<file path="src/rtl/if_id_queue_pkg.sv">
// Shared fetch/decode constants and the queue control bundle.
// Polarity constants here replace the old precompiled.v defines.
package if_id_queue_pkg;

  localparam logic RST_ENABLE  = 1'b1;
  localparam logic CHIP_ENABLE = 1'b1;
  localparam logic FLUSH_ON    = 1'b1;
  localparam logic STALL_ON    = 1'b1;

  // Per-cycle queue actions derived from the handshake inputs.
  typedef struct packed {
    logic push;
    logic pop;
  } ifq_ctrl_t;

endpackage

</file>
<file path="src/rtl/if_id_queue_mem.sv">
// Entry storage for the fetch queue.
// Latency: write lands at the clock edge, read is combinational; no backpressure here.
// Data is deliberately not reset; occupancy tracking in the top masks stale entries.
module ifq_fifo_mem #(
  parameter int DEPTH = 4,
  parameter int WIDTH = 64,
  parameter int PTR_W = $clog2(DEPTH)
) (
  input  logic             clk,
  input  logic             we,
  input  logic [PTR_W-1:0] waddr,
  input  logic [WIDTH-1:0] wdata,
  input  logic [PTR_W-1:0] raddr,
  output logic [WIDTH-1:0] rdata
);

  logic [WIDTH-1:0] mem [DEPTH];

  always_ff @(posedge clk) begin
    if (we) begin
      mem[waddr] <= wdata;
    end
  end

  assign rdata = mem[raddr];

endmodule

</file>
<file path="src/rtl/if_id_queue.sv">
// Fetch-to-decode instruction queue: buffers {pc, inst} pairs, presents them in order.
// Latency: 1 cycle push->id_valid; 0 cycles when IFQ_BYPASS_EN is defined and the queue is empty.
// Backpressure: stall_o (registered-state decode) holds the PC when full; id_ready pops the head.
module if_id_queue
  import if_id_queue_pkg::*;
#(
  parameter int ADDR_W = 32,
  parameter int INST_W = 32,
  parameter int DEPTH  = 4
) (
  input  logic              clk,
  input  logic              rst,
  input  logic [ADDR_W-1:0] if_pc,
  input  logic              if_ce,
  input  logic [INST_W-1:0] if_inst,
  output logic              stall_o,
  input  logic              flush,
  output logic              id_valid,
  output logic [ADDR_W-1:0] id_pc,
  output logic [INST_W-1:0] id_inst,
  input  logic              id_ready
);

  localparam int PTR_W = $clog2(DEPTH);
  localparam int CNT_W = PTR_W + 1;
  localparam int ENT_W = ADDR_W + INST_W;
  localparam logic [CNT_W-1:0] FULL_CNT = CNT_W'(DEPTH);
  localparam logic [PTR_W-1:0] LAST_PTR = PTR_W'(DEPTH - 1);

  logic [PTR_W-1:0] wr_ptr;
  logic [PTR_W-1:0] rd_ptr;
  logic [CNT_W-1:0] count;
  logic [ENT_W-1:0] rd_ent;
  logic             empty;
  logic             full;
  logic             fetch_ok;
  ifq_ctrl_t        ctrl;

  assign empty    = (count == '0);
  assign full     = (count == FULL_CNT);
  assign stall_o  = full ? STALL_ON : ~STALL_ON;
  assign fetch_ok = (if_ce == CHIP_ENABLE) && (flush != FLUSH_ON);

`ifdef IFQ_BYPASS_EN
  logic byp;
  logic byp_take;

  // An empty queue forwards the live fetch; if decode takes it, nothing is stored.
  assign byp      = empty && fetch_ok;
  assign byp_take = byp && id_ready;
`endif

  always_comb begin
    ctrl      = '0;
`ifdef IFQ_BYPASS_EN
    ctrl.push = fetch_ok && !full && !byp_take;
`else
    ctrl.push = fetch_ok && !full;
`endif
    ctrl.pop  = !empty && id_ready && (flush != FLUSH_ON);
  end

  always_ff @(posedge clk) begin
    if (rst == RST_ENABLE) begin
      wr_ptr <= '0;
      rd_ptr <= '0;
      count  <= '0;
    end else if (flush == FLUSH_ON) begin
      wr_ptr <= '0;
      rd_ptr <= '0;
      count  <= '0;
    end else begin
      if (ctrl.push) begin
        wr_ptr <= (wr_ptr == LAST_PTR) ? '0 : wr_ptr + PTR_W'(1);
      end
      if (ctrl.pop) begin
        rd_ptr <= (rd_ptr == LAST_PTR) ? '0 : rd_ptr + PTR_W'(1);
      end
      case ({ctrl.push, ctrl.pop})
        2'b10:   count <= count + CNT_W'(1);
        2'b01:   count <= count - CNT_W'(1);
        default: count <= count;
      endcase
    end
  end

  ifq_fifo_mem #(
    .DEPTH (DEPTH),
    .WIDTH (ENT_W),
    .PTR_W (PTR_W)
  ) u_mem (
    .clk   (clk),
    .we    (ctrl.push),
    .waddr (wr_ptr),
    .wdata ({if_pc, if_inst}),
    .raddr (rd_ptr),
    .rdata (rd_ent)
  );

  // Empty queue presents a zero pc and a NOP so decode never sees stale data.
  always_comb begin
    id_valid = 1'b0;
    id_pc    = '0;
    id_inst  = '0;
    if (!empty) begin
      id_valid          = 1'b1;
      {id_pc, id_inst}  = rd_ent;
    end
`ifdef IFQ_BYPASS_EN
    else if (byp) begin
      id_valid = 1'b1;
      id_pc    = if_pc;
      id_inst  = if_inst;
    end
`endif
  end

endmodule

</file>
<file path="config.mk">
export PLATFORM = sky130hd
export DESIGN_NAME = if_id_queue
export DESIGN_NICKNAME = d
export VERILOG_FILES = /design/src/rtl/if_id_queue_pkg.sv /design/src/rtl/if_id_queue_mem.sv /design/src/rtl/if_id_queue.sv
export SDC_FILE = /design/constraint.sdc
export NUM_CORES = 1
export LEC_CHECK = 0
export BUFFER_PORTS_ARGS = -buffer_cell sky130_fd_sc_hd__buf_2
export CAP_MARGIN = 20
export CORE_UTILIZATION = 50
export CTS_CLUSTER_SIZE = 25
export DETAILED_ROUTE_END_ITERATION = 10
export PLACE_DENSITY = 0.71
export SYNTH_ARGS = -nofsm -noshare
export SYNTH_HDL_FRONTEND = slang
export SYNTH_SLANG_ARGS = --single-unit
</file>
<file path="constraint.sdc">
create_clock -name clk -period 9.2 [get_ports clk]
set_clock_uncertainty 0.05 [all_clocks]
set_input_delay 2.76 -clock clk [delete_from_list [all_inputs] [get_ports clk]]
set_output_delay 2.76 -clock clk [all_outputs]
set_load 0.03 [all_outputs]
</file>
== Word-level counts from Yosys, hierarchy flattened ==
Memories as Yosys holds them, arrays and structs flattened. A register that Yosys moved wholly into a read port is not among the register bits.
Cells that the tools add are included.
Operators by class
  $add $sub $neg: 4
  multiply operators: 0
  divide/modulo/power cells: 0
  order comparisons: 0
  equal/unequal tests: 5
  shifts and indexed selects: 0
  multiplexer cells: 11
  bitwise operators: 1
  reductions and logical operators: 9
Operator list (number)
  32-bit 2-to-1 mux: 2
  2-bit 2-to-1 mux: 4
  2-bit == test (second input constant): 3
  3-bit case mux with 2 select lines: 1
  2-bit by 1-bit adder with 2-bit output (second input constant): 2
  1-bit logical AND: 4
  1-bit 2-to-1 mux: 4
  3-bit by 1-bit adder with 3-bit output (second input constant): 1
  3-bit == test (second input constant): 1
  3-bit logical NOT: 1
  3-bit by 1-bit subtractor with 3-bit output (second input constant): 1
  2-bit by 1-bit == test with 1-bit output (second input constant): 1
  1-bit logical NOT: 2
  2-bit nonzero test: 1
  2-bit OR reduction: 1
  1-bit NOT: 1
Word-level totals
  register bits: 7
  latch bits: 0
  memory bits (writable): 256
  memory bits (read-only): 0
  input bits: 69
  output and inout bits: 66
  logic and storage cells: 34
  memories: 1
Memories
  u_mem.mem: words 4, bits a word 64, rd ports 1, clocked after Yosys merged registers in 1, wr ports 1, line if_id_queue_mem.sv:17  | logic [WIDTH-1:0] mem [DEPTH];

== Logic depth before layout (Yosys ltp) ==
Gate-level depths: netlist of run 1.
  depth after elaboration: 6
  depth in mapped cells: 10
  gate-level depth less buffers: 9

== Modules after synthesis ==
A second synthesis of run 1 with hierarchy kept.
Second synthesis, totals
  cell total of the unflattened synthesis: 455
  area, all modules: 10188.5 um^2
Modules (own cells, without submodules)
  ifq_fifo_mem: instances 1, cells an instance 338, area an instance 9341.5 um^2, sequential area each 7687.4 um^2
  if_id_queue: instances 1, cells an instance 117, area an instance 847.1 um^2, sequential area each 140.1 um^2

== Least setup slack after synthesis of run 1 ==
No wires, ideal clock.
  kind: input -> register
  start: input if_ce
  end: memory u_mem.mem[0][0] (enable)
  library setup time: 0.429 ns
  arrival time: 4.634 ns
  path slack: 4.087 ns
  cell stages on the path: 2
  cell sequence: nor2b_1 > and3_1
Between the ends
  cells in the longest elaborated chain, start to end: 4
RTL lines
  start, declared: line if_id_queue.sv:14  | input logic if_ce,
  1-bit logical AND: line if_id_queue.sv:42  | assign fetch_ok = (if_ce == CHIP_ENABLE) && (flush != FLUSH_ON);
  1-bit logical AND: line if_id_queue.sv:58  | ctrl.push = fetch_ok && !full;
  1-bit 2-to-1 mux: line if_id_queue_mem.sv:20  | if (we) begin
  1-bit 2-to-1 mux (not written as such): line if_id_queue_mem.sv:21  | mem[waddr] <= wdata;
  end, declared: line if_id_queue_mem.sv:17
No other way between the ends.

==> out/metrics.yaml, run 1 <==
status: "finished clean"
die_w_um: 145
required_ns: 6.39
clock_latency_ns: 0.53
grtUsageTotal_pct: 17.5
slowest_delay_ns: 0.85
worst-path-max-fanout: 38
yosys.area.top_type_share_pct: 75.0
dr.pass1.iters: 4
slew_viol_final: 0
placement.io_buffers: 134
drive_gt1_share_pct: 39.5
wl_per_cell_um: 20.1
final_common_cell: "edfxtp_1"
holdBufCountCts: 0
ys_types: 28
ys_seq_elements: 265
max_freq_mhz: 174
period_minus_slack_ns: 5.73
critPathArrivalTime_ns: 2.92
cts_inserted_buffers: 27
max_slew.worst_pin.slew_ns: 1.01
final.setup.tns_ns: 0
finalSetupViolCount: 0
synth.area.top_cells: "edfxtp_1, mux4_2, and2_1"
worst-setup-path-type: "reg -> out"
reg2reg_depth: 9
grt_pass1_vias: 5276
cpMaxStageDelayCell: "dfxtp_4"
start_util_pct: 51.8
syn_nets: 538
drtIter0Drc: 285
vias: 4801
clk_pin_slew_ns: 0.06
hold_class: "reg -> reg"
fin_util_pct: 60.7
cts_setup_buffers: 0
fp-row-count: 51
fill_cells: 1461
ant_nets: 0
viasPerCell: 5.38
powerDensity_mw_per_mm2: 212
drc_errors: 0
hold_violations: 0
critPathCaptureType: "output pin"
finalCritPeriodShare_pct: 62.3
ir_drop_v: 0.000173
rr_startpoint: "count[2]"
dieHeight_um: 145
grt_setup_unrepaired: "false"
antenna_found_initial: 3
syn_area_per_cell_um2: 22.2
h-tree-depth: 1
cts_resized: 0
placeableCoreArea_mm2: 0.0198
synth-seq-area-share_pct: 76.8
ys_warn_count: 0
clock-sinks: 265
nets: 680
drv_cap: 0
dp_hpwl_um: 9970
clockBufferDepth: 3
leakagePower_uw: 0.00414
r2r-end: "count[2]"
postPlaceCellArea_mm2: 0.0111
finalInstanceArea_mm2: 0.0120
layout_common_cells: "edfxtp_1, buf_2, and2_1"
endpoint: "id_inst[26]"
cts-root-buf: "clkbuf_16"
startpoint_type: "flip-flop"
drt_wl_total_um: 18000
ioPinCount: 135
fin_ws_ns: 3.47
r2r_slack_ns: 6.64
pre_cts_ws_ns: 3.88
maxSlewHeadroom_pct: 32.5
synth.largest_area_cell: "edfxtp_1"
cts_tree: "done"
die_area_mm2: 0.0211
grt_pass1_wl_um: 28400
synthCells: 462
area_delta_synth_final_pct: 17.3
grt_overflow: 0
grt_max_degree: 66
place_congestion: 0.716
synthesis.area_mm2: 0.0102
path_cells: "buf_4 > mux4_2 > and2_1 > buf_2"
-- layer usage --
| layer | routed length, um | GRT usage, % | up-vias | part of all wire [%] |
|---|---|---|---|---|
| met5 | 10 | 0 | - | 0.056 |
| met4 | 252 | 4.26 | 2 | 1.4 |
| met3 | 1120 | 4.31 | 26 | 6.2 |
| met2 | 9190 | 30.2 | 127 | 51 |
| met1 | 7390 | 22.3 | 2477 | 41 |
| li1 | - | - | 2169 | - |
-- power by group --
group          switching, uW  internal, uW
Clock                    424           676
Sequential              5.29          1340
Combinational           59.8          38.7
-- kinds of logic after synthesis --
| family | after synthesis | synth area share, % |
|---|---|---|
| DFF | 265 | 76.8 |
| and+or+nand+nor | 86 | 5.09 |
| muxes | 64 | 14.2 |
| buffers and inverters | 30 | 2.22 |
| AOI/OAI and AO/OA | 8 | 0.562 |
| adders and majority gates | 7 | 0.928 |
| xor gates and xnor gates | 2 | 0.171 |
-- metrics by stage --
step	hold slack [ns]	std cells	power, uW
6_report	0.452	892	2550
5_1_grt	0.491	890	2620
4_1_cts	0.461	889	2570
3_5_place_dp	0.446	839	1470
3_3_place_gp	0.415	839	1470
2_1_floorplan	0.413	462	1430
-- state kept, by name, summed over array words and instances (netlist names), named ones only --
| register | flops |
|---|---|
| count | 3 |
| rd_ptr | 2 |
| u_mem.mem | 256 |
| wr_ptr | 2 |
-- layout make-up --
class / count / area [um2] / area share [%]
antenna: 2 / 5.00 / 0.0416
clock buffer: 37 / 743 / 6.18
multi-input combinational: 167 / 2170 / 18.1
sequential: 265 / 7880 / 65.5
timing repair buffer: 136 / 698 / 5.81
tap: 265 / 332 / 2.76
inverter: 7 / 26.3 / 0.219
clock inverter: 13 / 168 / 1.40
-- synthesized netlist by cell type --
master / n
o31ai_2: 2
or3b_1: 1
nand4_1: 2
o31ai_1: 1
or2_2: 1
clkbuf_2: 1
buf_6: 1
and3_1: 4
nor2b_1: 1
nand3_1: 1
dfxtp_1: 9
mux4_2: 60
and2_4: 1
a21oi_1: 3
ha_1: 6
o21ai_0: 2
and2_1: 64
nand2_1: 2
clkbuf_1: 8
buf_12: 6
nor2_1: 6
fa_1: 1
or3_1: 3
inv_1: 7
xor2_1: 2
mux4_1: 4
buf_2: 7
edfxtp_1: 256
-- critical path: cells and delay by family, from the launching register on --
family	cells	cell delay [ns]
buffers and inverters	2	0.76
flip-flops	1	0.85
multiplexers	1	0.56
AND/OR/NAND/NOR	1	0.20
-- worst min-delay path by stage --
stage          startpoint        end  slack (ns)  cells past startpoint
4_1_cts         rd_ptr[0]  flip-flop        0.46                      2
3_5_place_dp    rd_ptr[0]  flip-flop        0.45                      2
6_report        rd_ptr[0]  flip-flop        0.45                      2
5_1_grt         rd_ptr[0]  flip-flop        0.49                      2
2_1_floorplan   rd_ptr[0]  flip-flop        0.41                      2
3_3_place_gp    rd_ptr[0]  flip-flop        0.41                      2
(Power assumes the default switching activity.)
==> run 2: changes to the inputs <==
- ABC_AREA: not set -> 1
- PLACE_DENSITY: 0.71 -> 0.73
- clock period: 9.2 -> 5 ns (I/O delays scaled with it)
==> run 2 against run 1 <==
Net effect:
- worst setup slack lost 2.6 ns
- sequential share of layout area is 1.4 points lower
- final cell count up 47%
- highest routed layer unchanged
- sequential power is 84% higher
- hold slack improved by 0.0049 ns
- critical path type unchanged
- first-iteration DRC count is 66% higher
- utilization fell by 0.83 points
- combinational power grew to 2.5 times the previous value
==> out/metrics.yaml, run 2 <==
multi_input_area_mm2: 0.00238  # +9.8%
ys_seq_elements: 265  # unchanged
clock-sinks: 265  # unchanged
max_slew.worst_pin.slew_ns: 1.03  # +0.0192 ns
swShare_pct: 21.0  # +1.8 points
grt_max_degree: 129  # +95%
critPathArrivalTime_ns: 2.55  # -0.37 ns
critPathCaptureType: "output pin"
fp-row-count: 52  # +2.0%
placement.io_buffers: 134  # unchanged
grt_setup_unrepaired: "false"
period_minus_slack_ns: 4.10
clockBufferDepth: 3  # unchanged
cts_inserted_buffers: 26  # -3.7%
largestRegisters: "u_mem.mem (256), count (3)"
cts_setup_buffers: 0  # unchanged
ys_warn_count: 0  # unchanged
largest_reg_flops: 256  # unchanged
status: "finished clean"
synthesis.area_mm2: 0.0106  # +3.5%
required_ns: 3.45  # -2.94 ns
drv_cap: 0  # unchanged
syn_nets: 971  # +80%
hp-start: "count[0]"
final.setup.tns_ns: 0  # unchanged
grt_pass1_vias: 6474  # +23%
total_power_uw: 4540  # +78%
layout_common_cells: "nand2_1, edfxtp_1, nor2_1"
die_w_um: 148  # +1.7%
maxSlewHeadroom_pct: 31.2  # -1.3 points
die_area_mm2: 0.0218  # +3.5%
ir_drop_v: 0.000263  # +52%
drtIter0Drc: 472  # +66%
antenna_found_initial: 3  # unchanged
power_frac_clock_pct: 39.8  # -3.4 points
finalSetupViolCount: 0  # unchanged
synth.largest_area_cell: "edfxtp_1"
leakagePower_uw: 0.00487  # +18%
ant_nets: 0  # unchanged
synthCells: 895  # +94%
fin_cells: 1315  # +47%
nets: 1098  # +61%
ys_types: 20  # -29%
vias: 6643  # +38%
cts-root-buf: "clkbuf_16"
synth.area.top_cells: "edfxtp_1, nand2_1, nor2_1"
grtUsageTotal_pct: 19.4  # +1.9 points
comb_power_share_pct: 5.5  # +1.6 points
hold_violations: 0  # unchanged
placeableCoreArea_mm2: 0.0205  # +3.6%
startpoint_type: "flip-flop"
final_common_cell: "nand2_1"
clock_latency_ns: 0.52  # about the same
wl_per_cell_um: 15.7  # -22%
regMostFlops: "u_mem.mem"
cts_tree: "done"
ioPinCount: 135  # unchanged
dr.pass1.iters: 4  # unchanged
drc_errors: 0  # unchanged
power_frac_seq_pct: 54.7  # +1.8 points
fin_util_pct: 59.9  # -0.83 points
dp_cells: 1264  # +51%
slew_viol_final: 0  # unchanged
grt_overflow: 0  # unchanged
start_util_pct: 51.7  # about the same
hold_class: "reg -> reg"
fill_cells: 1625  # +11%
place_congestion: 0.729  # +1.9%
powerDensity_mw_per_mm2: 369  # +74%
worst-path-max-fanout: 31  # -18%
syn_area_per_cell_um2: 11.8  # -47%
synth_common_cells: "nand2_1, edfxtp_1, nor2_1"
synth_ff_type: "edfxtp_1"
synth_edf_count: 256  # unchanged
intPower_uw: 3580  # +74%
drive_gt1_share_pct: 18.1  # -21 points
rr_startpoint: "count[0]"
seq_area_mm2: 0.00787  # about the same
yosys.area.top_type_share_pct: 72.5  # -2.6 points
synth-seq-area-share_pct: 74.2  # -2.6 points
clk_pin_slew_ns: 0.06  # about the same
cts_resized: 0  # unchanged
holdBufCountCts: 0  # unchanged
dp_hpwl_um: 11400  # +14%
synthArstFlopShare_pct: 0  # unchanged
cp-startpoint: "count[1]"
area_delta_synth_final_pct: 15.8
p_sw_uw: 954  # +95%
synth_most_common_cell: "nand2_1"
grt_pass1_wl_um: 33000  # +16%
worst-setup-path-type: "reg -> out"
drt_wl_total_um: 20700  # +15%
dieHeight_um: 148  # +1.7%
h-tree-depth: 1  # unchanged
max_freq_mhz: 244
finalCritPeriodShare_pct: 81.9
viasPerCell: 5.05  # -6.1%
## run 2: changes by cell type after synthesis, sizes merged, moves of 14 or more
cell	previous run	this run
inv	7	21
and2	65	0
a21oi	3	67
mux4	64	0
o21ai	2	65
nand2	2	273
nor2	6	144
buf	14	38
## run 2: routing by layer
metal	track usage, %	routed length (um)	share of wire (%)	up-vias
met1	24.6	8830	43	3119
met4	4.90	359	1.7	2
li1	-	-	-	3321
met2	33.8	10100	49	168
met5	0	16	0.077	-
met3	4.20	1320	6.4	33
## run 2: power by group through the flow
| stage | logic, uW | clock network, uW | registers (uW) |
|---|---|---|---|
| 2_1_floorplan | 146 | 0 | 2530 |
| 3_3_place_gp | 246 | 0 | 2530 |
| 3_5_place_dp | 250 | 0 | 2530 |
| 4_1_cts | 251 | 1840 | 2480 |
| 5_1_grt | 275 | 1920 | 2480 |
| 6_report | 249 | 1810 | 2480 |
## run 2: logic make-up (layout without fill, tap and decap cells)
group	after synthesis	count (layout)	synth area share, %
AND/OR/NAND/NOR	421	421	15.0
flip-flops	265	265	74.2
AO/OA/AOI/OAI	133	133	6.30
buffers and inverters	69	216	3.62
adder cells (fa/ha/maj)	7	7	0.897
other	0	3	0
## run 2: layout make-up
class                      instances  share of cell area (%)
antenna                            3                  0.0611
clock buffer                      35                    5.75
clock inverter                    13                   0.703
inverter                          21                   0.683
multi-input combinational        561                    19.4
sequential                       265                    64.1
tap                              270                    2.75
timing repair buffer             147                    6.56
## run 2: worst max-delay path, stage by stage (launching register included)
cell	delay (ns)
dfxtp_1	0.32
nor2_1	0.18
nand2_1	0.17
inv_2	0.52
buf_4	0.48
a21oi_1	0.13
buf_2	0.20
## run 2: final timing paths
kind | endpoint | slack [ns] | cells after the start
worst max-delay path | id_pc[9] | 0.90 | 6
worst min-delay path | count[0] | 0.46 | 2
worst max register to register | u_mem.mem[1][51] | 2.68 | 5
worst min register to register | count[0] | 0.46 | 2
## run 2: metrics by stage
stage | hold WS (ns) | setup slack [ns] | instance area (um2)
4_1_cts | 0.461 | 0.872 | 12300
2_1_floorplan | 0.414 | -0.0549 | 10600
5_1_grt | 0.471 | 0.706 | 12300
6_report | 0.457 | 0.903 | 12300
3_3_place_gp | 0.429 | 1.39 | 11500
3_5_place_dp | 0.438 | 1.36 | 11500
==> run 3: changes to the inputs <==
- PLACE_DENSITY: 0.73 -> 0.7
- clock period: 5 -> 3.8 ns (I/O delays scaled with it)
==> run 3 against run 2 <==
Net effect:
- register-to-register slack lost 1.1 ns
- sequential power grew 32%
- flip-flop and latch count is the same
- hold slack lost 0.0029 ns
- combinational power grew 33%
- non-clock buffer count grew 7
==> out/metrics.yaml, run 3 (synthesis gave the netlist of run 2 again) <==
holdPathStages: 2  # unchanged
drt_wl_total_um: 20900  # +1.1%
ant_nets: 0  # unchanged
dr.pass1.iters: 5  # +1
ir_drop_v: 0.000441  # +68%
layout_common_cells: "nand2_1, edfxtp_1, nor2_1"
largestRegisters: "u_mem.mem (256), count (3)"
vias: 6747  # +1.6%
leakagePower_uw: 0.00497  # +1.9%
critPathCaptureType: "output pin"
final_common_cell: "nand2_1"
maxSlewHeadroom_pct: 49.1  # +18 points
drv_cap: 0  # unchanged
fp-row-count: 52  # unchanged
required_ns: 2.61  # -0.84 ns
antenna_found_initial: 3  # unchanged
status: "finished clean"
ioPinCount: 135  # unchanged
placement.io_buffers: 134  # unchanged
worst-setup-path-type: "reg -> out"
place_congestion: 0.748  # +2.6%
die_area_mm2: 0.0218  # unchanged
cts_resized: 0  # unchanged
grt_max_degree: 74  # -43%
max_slew.worst_pin.slew_ns: 0.764  # -0.269 ns
finalCritPeriodShare_pct: 95.1
clockBufferDepth: 3  # unchanged
cts_inserted_buffers: 26  # unchanged
grtUsageTotal_pct: 19.2  # -0.16 points
drive_gt1_share_pct: 19.1  # +0.93 points
wl_per_cell_um: 15.8  # +0.72%
finalSetupViolCount: 0  # unchanged
clock_latency_ns: 0.52  # about the same
rr_startpoint: "count[1]"
drc_errors: 0  # unchanged
critPathArrivalTime_ns: 2.42  # -0.13 ns
drtIter0Drc: 359  # -24%
period_minus_slack_ns: 3.61
clk_pin_slew_ns: 0.06  # about the same
startpoint_type: "flip-flop"
die_w_um: 148  # unchanged
worst-path-max-fanout: 41  # +32%
postPlaceCellArea_mm2: 0.0115  # +0.46%
max_freq_mhz: 277
hold_class: "reg -> reg"
regMostFlops: "u_mem.mem"
finalInstanceArea_mm2: 0.0125  # +1.5%
hold_violations: 0  # unchanged
cts-root-buf: "clkbuf_16"
r2r-end: "count[2]"
grt_overflow: 0  # unchanged
start_util_pct: 51.7  # unchanged
dp_hpwl_um: 12300  # +8.0%
slew_viol_final: 0  # unchanged
grt_pass1_wl_um: 32300  # -2.3%
clock-sinks: 265  # unchanged
area_delta_synth_final_pct: 17.5
viasPerCell: 5.11  # +1.2%
grt_setup_unrepaired: "false"
nets: 1105  # +0.64%
hold_end: "count[0]"
reg2reg_depth: 12  # +7
largest_reg_flops: 256  # unchanged
hp-start: "count[0]"
cts_setup_buffers: 0  # unchanged
h-tree-depth: 1  # unchanged
powerDensity_mw_per_mm2: 508  # +38%
fill_cells: 1639  # +0.86%
r2r_slack_ns: 1.63  # -1.05 ns
cts_tree: "done"
dieHeight_um: 148  # unchanged
placeableCoreArea_mm2: 0.0205  # unchanged
holdBufCountCts: 0  # unchanged
grt_pass1_vias: 6330  # -2.2%
total_power_uw: 6330  # +40%
run 3: cell count changes in the layout (fill, tap and decap cells not counted), sizes merged:
cell / previous run / this run
clkinv: 11 / 7
buf: 147 / 154
diode: 3 / 1
clkinvlp: 0 / 1
bufinv: 1 / 6
clkbuf: 35 / 34
inv: 22 / 21
run 3: metrics by stage:
step | TNS [ns] | hold WS, ns | utilization [%] | instances | setup slack (ns)
after floorplan | -229.10 | 0.414 | - | 895 | -0.895
final | 0 | 0.454 | 60.8 | 1320 | 0.187
after global placement | 0 | 0.429 | 56.3 | 1271 | 0.732
after detailed placement | 0 | 0.451 | 56.3 | 1271 | 0.715
after global routing | 0 | 0.486 | 60.8 | 1319 | 0.0153
after CTS | 0 | 0.460 | 60.8 | 1319 | 0.163
run 3: per-layer routing:
layer  GRT usage [%]  wire length [um]  share of wire [%]
met1            24.3              8660                 41
met2            33.0             10200                 49
met3            4.81              1470                7.0
met4            5.15               489                2.3
met5               0                13              0.062
run 3: final cells by class:
type                            count  area (um2)  area share [%]
Antenna cell                        1        2.50          0.0201
Clock inverter                     14         223            1.79
Inverter                           21        83.8           0.673
Sequential cell                   265        7870            63.1
Multi-Input combinational cell    561        2380            19.1
Tap cell                          270         338            2.71
Clock buffer                       34         702            5.63
Timing Repair Buffer              154         862            6.92
run 3: worst max-delay path, stage by stage, from the launching register on:
cell,delay [ns]
dfxtp_4,0.46
inv_4,0.38
buf_4,0.37
nand2_1,0.08
nand2_1,0.07
nand2_1,0.05
a21oi_1,0.24
buf_2,0.24
run 3: power breakdown:
part           total (uW)  internal (uW)  switching [uW]
sequential           3270           3250            12.4
combinational         330           94.3             236
clock                2740           1710            1030
run 3: how the worst max path moves through the flow:
stage | end | start | cells past startpoint
floorplan | u_mem.mem[0][0] | if_ce | 4
global placement | id_pc[9] | flip-flop | 7
detailed placement | id_pc[9] | flip-flop | 7
CTS | id_pc[9] | flip-flop | 7
global route | id_pc[9] | flip-flop | 7
finish | id_pc[9] | flip-flop | 7
